[src/rtl/imem_loader_pkg.sv]
// Shared types and constants for the instruction-memory boot loader.
package imem_loader_pkg;

   typedef enum logic [1:0] {
      StIdle,
      StRecv,
      StWrite,
      StFinish
   } state_e;

   // Contents of unwritten instruction-memory words.
   localparam logic [31:0] NOP_WORD = 32'h0000_0000;

   function automatic int unsigned word_cap(input int unsigned addr_w);
      return 32'd1 << (addr_w - 2);
   endfunction

endpackage

[src/rtl/imem_loader_word_packer.sv]
// Packs a little-endian byte stream into 32-bit words; byte k lands at bits [8k+7:8k].
module word_packer
   import imem_loader_pkg::*;
(
   input  logic        clk,
   input  logic        rst,
   input  logic        clear,
   input  logic        strobe,
   input  logic [7:0]  data,
   output logic [31:0] word,
   output logic        full
);

   logic [1:0]  idx_q;
   logic [31:0] word_q;

   // word/full reflect the byte being strobed this cycle, so the caller can
   // capture a completed word on the same edge that accepts its last byte.
   always_comb begin
      word = word_q;
      if (strobe) begin
         word[{idx_q, 3'b000} +: 8] = data;
      end
      full = strobe && (idx_q == 2'd3);
   end

   always_ff @(posedge clk) begin
      if (rst || clear) begin
         idx_q  <= 2'd0;
         word_q <= NOP_WORD;
      end else if (strobe) begin
         idx_q  <= idx_q + 2'd1;
         word_q <= full ? NOP_WORD : word;
      end
   end

endmodule

[src/rtl/imem_loader.sv]
// Boot-time loader: streams bytes into instruction memory and holds the core
// in reset until a complete program has been written.
module imem_loader
   import imem_loader_pkg::*;
#(
   parameter int unsigned ADDR_W  = 8,
   parameter int unsigned LEN_W   = ADDR_W - 1,
   parameter int unsigned TIMEOUT = 1000
) (
   input  logic              clk,
   input  logic              rst,
   input  logic              start,
   input  logic [LEN_W-1:0]  len,
   input  logic              s_valid,
   input  logic [7:0]        s_data,
   output logic              s_ready,
   output logic              mem_we,
   output logic [ADDR_W-1:0] mem_addr,
   output logic [31:0]       mem_wdata,
   output logic              core_hold,
   output logic              busy,
   output logic              done,
   output logic              err
);

   localparam int unsigned WORDS  = word_cap(ADDR_W);
   localparam int unsigned CNT_W  = ADDR_W - 1;
   localparam int unsigned IDLE_W = $clog2(TIMEOUT + 1);

   state_e              state_q;
   logic [CNT_W-1:0]    len_q;
   logic [CNT_W-1:0]    word_cnt_q;
   logic [CNT_W-1:0]    word_cnt_inc;
   logic [IDLE_W-1:0]   idle_q;
   logic                hs;
   logic                timeout;
   logic                pk_clear;
   logic                pk_full;
   logic [31:0]         pk_word;

   assign hs           = s_valid & s_ready;
   assign timeout      = (state_q == StRecv) && !hs && (idle_q == IDLE_W'(TIMEOUT - 1));
   assign pk_clear     = ((state_q == StIdle) && start) || timeout;
   assign word_cnt_inc = word_cnt_q + CNT_W'(1);

   word_packer u_packer (
      .clk    (clk),
      .rst    (rst),
      .clear  (pk_clear),
      .strobe (hs),
      .data   (s_data),
      .word   (pk_word),
      .full   (pk_full)
   );

   always_ff @(posedge clk) begin
      if (rst) begin
         state_q    <= StIdle;
         len_q      <= '0;
         word_cnt_q <= '0;
         idle_q     <= '0;
         s_ready    <= 1'b0;
         mem_we     <= 1'b0;
         mem_addr   <= '0;
         mem_wdata  <= NOP_WORD;
         core_hold  <= 1'b1;
         busy       <= 1'b0;
         done       <= 1'b0;
         err        <= 1'b0;
      end else begin
         mem_we <= 1'b0;
         done   <= 1'b0;
         unique case (state_q)
            StIdle: begin
               if (start) begin
                  err        <= 1'b0;
                  word_cnt_q <= '0;
                  idle_q     <= '0;
                  if (len != '0) begin
                     len_q     <= (32'(len) > WORDS) ? CNT_W'(WORDS) : CNT_W'(len);
                     core_hold <= 1'b1;
                     busy      <= 1'b1;
                     s_ready   <= 1'b1;
                     state_q   <= StRecv;
                  end else begin
                     done      <= 1'b1;
                     core_hold <= 1'b0;
                     busy      <= 1'b0;
                     state_q   <= StFinish;
                  end
               end
            end
            StRecv: begin
               if (hs) begin
                  idle_q <= '0;
                  if (pk_full) begin
                     s_ready   <= 1'b0;
                     mem_we    <= 1'b1;
                     mem_addr  <= {word_cnt_q[ADDR_W-3:0], 2'b00};
                     mem_wdata <= pk_word;
                     state_q   <= StWrite;
                  end
               end else if (timeout) begin
                  // Abort: partial word is dropped and the core stays held.
                  err     <= 1'b1;
                  s_ready <= 1'b0;
                  busy    <= 1'b0;
                  state_q <= StIdle;
               end else begin
                  idle_q <= idle_q + IDLE_W'(1);
               end
            end
            StWrite: begin
               word_cnt_q <= word_cnt_inc;
               if (word_cnt_inc == len_q) begin
                  done      <= 1'b1;
                  core_hold <= 1'b0;
                  busy      <= 1'b0;
                  state_q   <= StFinish;
               end else begin
                  s_ready <= 1'b1;
                  state_q <= StRecv;
               end
            end
            StFinish: begin
               state_q <= StIdle;
            end
            default: begin
               state_q <= StIdle;
            end
         endcase
      end
   end

endmodule
[config.mk]
export PLATFORM = sky130hd
export DESIGN_NAME = imem_loader
export DESIGN_NICKNAME = d
export VERILOG_FILES = /design/src/rtl/imem_loader_pkg.sv /design/src/rtl/imem_loader_word_packer.sv /design/src/rtl/imem_loader.sv
export SDC_FILE = /design/constraint.sdc
export NUM_CORES = 1
export LEC_CHECK = 0
export ABC_AREA = 0
export CORE_MARGIN = 5
export CORE_UTILIZATION = 47
export DETAILED_ROUTE_END_ITERATION = 16
export GPL_ROUTABILITY_DRIVEN = 0
export GPL_TIMING_DRIVEN = 0
export PLACE_DENSITY = 0.71
export SYNTH_ARGS = -nofsm -noshare
export SYNTH_HDL_FRONTEND = slang
export SYNTH_SLANG_ARGS = --single-unit
[constraint.sdc]
create_clock -name clk -period 2.6 [get_ports clk]
set_input_delay 0.39 -clock clk [delete_from_list [all_inputs] [get_ports clk]]
set_output_delay 0.39 -clock clk [all_outputs]
set_load 0.03 [all_outputs]
# Word level (Yosys, flattened, before mapping)
# Index checks and enable logic that the tools add are counted.
# classes
n_lt_le_gt_ge	1
shift	2
n_reduce_logical	22
n_eq_ne	15
muxes	38
n_addsub	4
bitwise	3
# op_table
cell	count
$bwmux 32	1
$mux 32	1
$shift 8x7->32 const A	1
$shiftx 8x7->32	1
$mux 10	3
$pmux 10 s2	1
$mux 1	17
$reduce_and 3->1	5
$mux 7	2
$pmux 7 s2	1
$mux 2	6
$add 10x1->10 const B	1
$eq 10x10->1 const B	1
$ne 2x2->1 const B	5
$pmux 2 s4	1
$add 7x1->7 const B	1
$eq 7x7->1	1
$gt 7x7->1 const B	1
$neg 5->7	1
$reduce_bool 7->1	1
$eq 2x2->1 const B	3
$ne 3x3->1 const B	2
$pmux 1 s2	3
$pmux 1 s3	2
17 further kinds	23
# word_totals
word_cells	99
register_bits	104

# Depth between registers and ports, before layout
# depth
word_depth	7
depth_mapped	10
depth_no_buf	8

# By module
# From an unflattened synthesis, not the netlist that was laid out.
# unflattened
cells_unflattened	552
hier_area_um2	4804.6
# by_module_without_submodules
module	area_each_um2	cells_per_inst	instances
imem_loader	3205.6	390	1
word_packer	1599.0	162	1

# Worst setup path before layout
# OpenSTA, ideal clock, no wires.
# synth_timing
kind	flip-flop to flip-flop
start	register word_cnt_q[0]
end	register s_ready
path_slack_ns	0.587
setup_time_ns	0.070
path_stages_with_launch	8
t_arrival_ns	1.942
n_path_buf	0
cell_sequence	dfxtp_1 ha_1 nand3_2 or3_1 nand4b_2 nor4b_2 or4_1 a21oi_1
# synth_via
elab_chain_cells	4
# synth_rtl
item	line	text
start, declared	imem_loader.sv:32	logic [CNT_W-1:0] word_cnt_q;
start signal, assigned	imem_loader.sv:114	word_cnt_q <= word_cnt_inc;
$add 7x1->7	imem_loader.sv:44	assign word_cnt_inc = word_cnt_q + CNT_W'(1);
$eq 7x7->1	imem_loader.sv:115	if (word_cnt_inc == len_q) begin
$ne 2x2->1 (no line)	n/a	
$reduce_and 6->1 (no line)	n/a	
end signal, assigned	imem_loader.sv:62	s_ready <= 1'b0;
end signal, assigned	imem_loader.sv:106	s_ready <= 1'b0;
end signal, assigned	imem_loader.sv:121	s_ready <= 1'b1;
end, declared	imem_loader.sv:16	output logic s_ready,
# Every way passes these cells.
# A chain may end at the register's enable or synchronous reset.

# Worst setup path in the final report
# layout_timing
start	register word_cnt_q[0]
end	register state_q[1]
# layout_via
elab_chain_cells	4
# layout_rtl
item	line	text
$add 7x1->7	imem_loader.sv:44	
$eq 7x7->1	imem_loader.sv:115	
$mux 2	imem_loader.sv:115	
$pmux 2 s4	imem_loader.sv:73	unique case (state_q)
end signal, assigned	imem_loader.sv:84	state_q <= StRecv;
end signal, assigned	imem_loader.sv:119	state_q <= StFinish;
end signal, assigned	imem_loader.sv:122	state_q <= StRecv;
end, declared	imem_loader.sv:30	state_e state_q;
# Every way passes these cells.

==> summary.md <==
| Metric | Value |
|---|---|
| Crit path cell chain | ha_1 > nand3_2 > o21ai_0 > nand4_1 > nor4b_4 > a211oi_1 > a2111oi_2 |
| Req. time, crit path | 2.87 ns |
| F_max | 0.422 GHz |
| Max-cap violation count | 0 |
| Largest net degree at the start of global routing | 19 |
| Via Count | 3967 |
| Dpl hpwl | 7810 um |
| Seq/Total Area, Yosys | 0.444 |
| Final period util | 0.912 |
| Synth unique cells | 52 |
| Wire length per cell | 15.0 um |
| Post-synth EDFFs | 0 |
| Drt first-iter violations | 192 |
| First-pass GRT wire length | 17800 um |
| Synth Area per Inst | between 8 and 9 um^2 |
| Die X | 106 um |
| Routed Antenna Nets | 0 |
| Worst VDD drop | approximately 0.42 mV |
| Area delta synth->final | 22.2% |
| Final Non-Filler Cells | 717 |
| Slew margin rel. | 0.433 |
| Post-Synthesis Cell Area | 4330 um^2 |
| Num CTS Buffers | 9 |
| Yosys top cell area share | 0.444 |
| Crit path time final | 2.37 ns |
| Antenna violations before repair | 0 |
| Synth Warn # | 0 |
| Port Buffer Count | 61 |
| CTS tree | done |
| Max Used Layer | met4 |
| PwrDens | 669 nW/um^2 |
| ANT cells | 0 |
| Drt drc | 0 |
| Number of synthesized register bits | 96 |
| Crit path DAT | 2.64 ns |
| Area after DPL | 5080 um^2 |
| Total negative slack | 0 ns |
| Fin area | 5290 um^2 |
| Clock Sinks | 96 |
| Top post-synthesis cells by area | dfxtp_1, nor2_1, a22oi_1, nand2_1, a21oi_1 |
| Worst Path Class, Setup | reg -> reg |
| DR vias/cell | 5.53 |
| Setup violators final | 0 |
| Post-Syn Instances | between 500 and 600 |
| Top FF cell, synth | dfxtp_1 |
| Dpl cells | 701 |
| CP startpoint kind | flop |
| IO Count | 65 |
| Starting Density | 0.475 |
| Die H | between 100 and 150 um |
| All-layer global routing usage | 0.195 |
| Worst Setup End Kind | flop |
| Final wirelength | 10700 um |
| FF-to-FF setup slack | 0.23 ns |
| CTS root buf | clkbuf_8 |
| Final slew viol count | 0 |
| Crit path max-delay family | simple AND/OR/NAND/NOR gates |
| Hold Path Origin | mem_wdata[7] |
| R2R Path Start | word_cnt_q[0] |
| Hold Crit Class | reg -> reg |
| Bufs on Longest Clock Path | 2 |
| Slowest CP cell | dfxtp_1 |
| Commonest non-fill, non-tap cells in the layout | nor2_1, dfxtp_1, clkdlybuf4s50_1, nand2_1, a21oi_1 |
| Top cell type by total area after synthesis | dfxtp_1 |
| R2R cell count | 7 |
| Reg clk slew, reported paths | 0.09 ns |
| R2r endpoint | state_q[1] |
| Final Hold Vio Count | 0 |
| Die area | ~11000 um^2 |
| Fraction of registers with async set/reset | 0 |
| Post-layout nets | 631 |
| Number of global-route vias before repair | 3805 |
| Layout cells sized above 1 | 0.0611 |
| RSZ-0062 raised after global routing | yes |
| Setup bufs post-CTS | 0 |
| Leakage | approximately 0.0019 uW |
| Grt ovf | 0 |
| Worst slew pin tran | ~0.84 ns |
| Hold EP | mem_wdata[7] |
| CP max FO | 7 |
| Buf/Inv on CP | 0 |
| Power, Total | 3540 uW |
| Clock latency on the worst-skew pair | 0.38 ns |
| Setup Skew | 0.0149 ns |
| CP max stage delay | ~0.48 ns |
| Core Rows | 35 |
| Initial DRT Pass Iterations | 5 |
| Met2 wire length | around 4900 um |
| Wire length on met3 | 548 um |
| Routed length on met1 | a little over 5000 um |
| Htree depth | 3 |
| Core area | 9110 um^2 |
| Hold path cells | 2 |
| Most common cell after layout, fill and taps aside | nor2_1 |
| Status | finished clean |
-- through the flow --
stage	setup WS, ns	util	hold WS (ns)
global route	-0.000162	0.581	0.484
CTS	0.160	0.579	0.466
finish	0.230	0.581	0.461
floorplan	0.587	-	0.458
detailed placement	0.115	0.558	0.452
global placement	0.124	0.558	0.445
-- where the power goes --
part / switching (uW) / internal (uW)
Sequential: 61.8 / 1540
Clock: 573 / 398
Combinational: 653 / 317
-- tightest hold or removal path: cells and delay by family (launching register included) --
kind,cells,cell delay [ns]
compound gates,1,0.05
flops,1,0.32
simple gates,1,0.05
-- kinds of logic after synthesis --
| logic type | Yosys count | share of synthesized area |
|---|---|---|
| and+or+nand+nor | 244 | 0.269 |
| AOI/OAI and AO/OA | 110 | 0.172 |
| DFF | 96 | 0.444 |
| buffers and inverters | 49 | 0.0474 |
| xor gates and xnor gates | 14 | 0.0283 |
| adders and majority gates | 11 | 0.0318 |
| muxes | 3 | 0.00723 |
| other | 1 | 0.000866 |
-- cells in the mapped netlist (all sizes together) (3+ instances only) --
| cell type | n |
|---|---|
| nor2b | 3 |
| nand3 | 15 |
| nand2 | 52 |
| clkbuf | 22 |
| or2 | 3 |
| and3 | 5 |
| o21ai | 16 |
| xnor2 | 7 |
| a22oi | 28 |
| a22o | 16 |
| dfxtp | 96 |
| xor2 | 7 |
| nor4b | 4 |
| ha | 11 |
| a21oi | 31 |
| inv | 13 |
| and4 | 3 |
| nor3 | 31 |
| nand4 | 7 |
| buf | 12 |
| nor2 | 103 |
| nor3b | 8 |
-- state kept, by name (all words and copies together), names as in the netlist --
register and cells:
mem_addr 6, err 1, state_q 2, s_ready 1, mem_we 1, u_packer.idx_q 2, len_q 7, done 1
busy 1, mem_wdata 32, word_cnt_q 7, u_packer.word_q 24, idle_q 10, core_hold 1
-- timing repair --
action                     4_1_cts  5_1_grt
resized for setup                0        2
setup endpoints to repair        0        2
hold buffers                     0        0
-- how the worst max path moves through the flow --
stage / start / slack [ns] / cells after the start / endpoint
CTS: word_cnt_q[0] / 0.16 / 7 / core_hold
global placement: s_valid / 0.12 / 8 / mem_addr[7]
finish: word_cnt_q[0] / 0.23 / 7 / state_q[1]
detailed placement: s_valid / 0.12 / 8 / mem_addr[7]
floorplan: word_cnt_q[0] / 0.59 / 7 / s_ready
global route: word_cnt_q[0] / -0.0002 / 7 / state_q[1]
-- routing by layer --
metal	vias to the layer above	global-route usage
met5	-	0
met4	0	0.0574
met3	19	0.0492
met2	96	0.316
met1	1872	0.257
li1	1980	-
-- layout make-up --
type	instances	area [um^2]
fillers	857	3820
multi-input cells	384	2220
flip-flops and latches	96	1920
repair buffers	61	611
plain buffers	34	149
well taps	111	139
clock buffers	10	138
clock inverters	6	57.6
inverters	15	56.3
No activity file was read; power rests on OpenSTA's default activity.
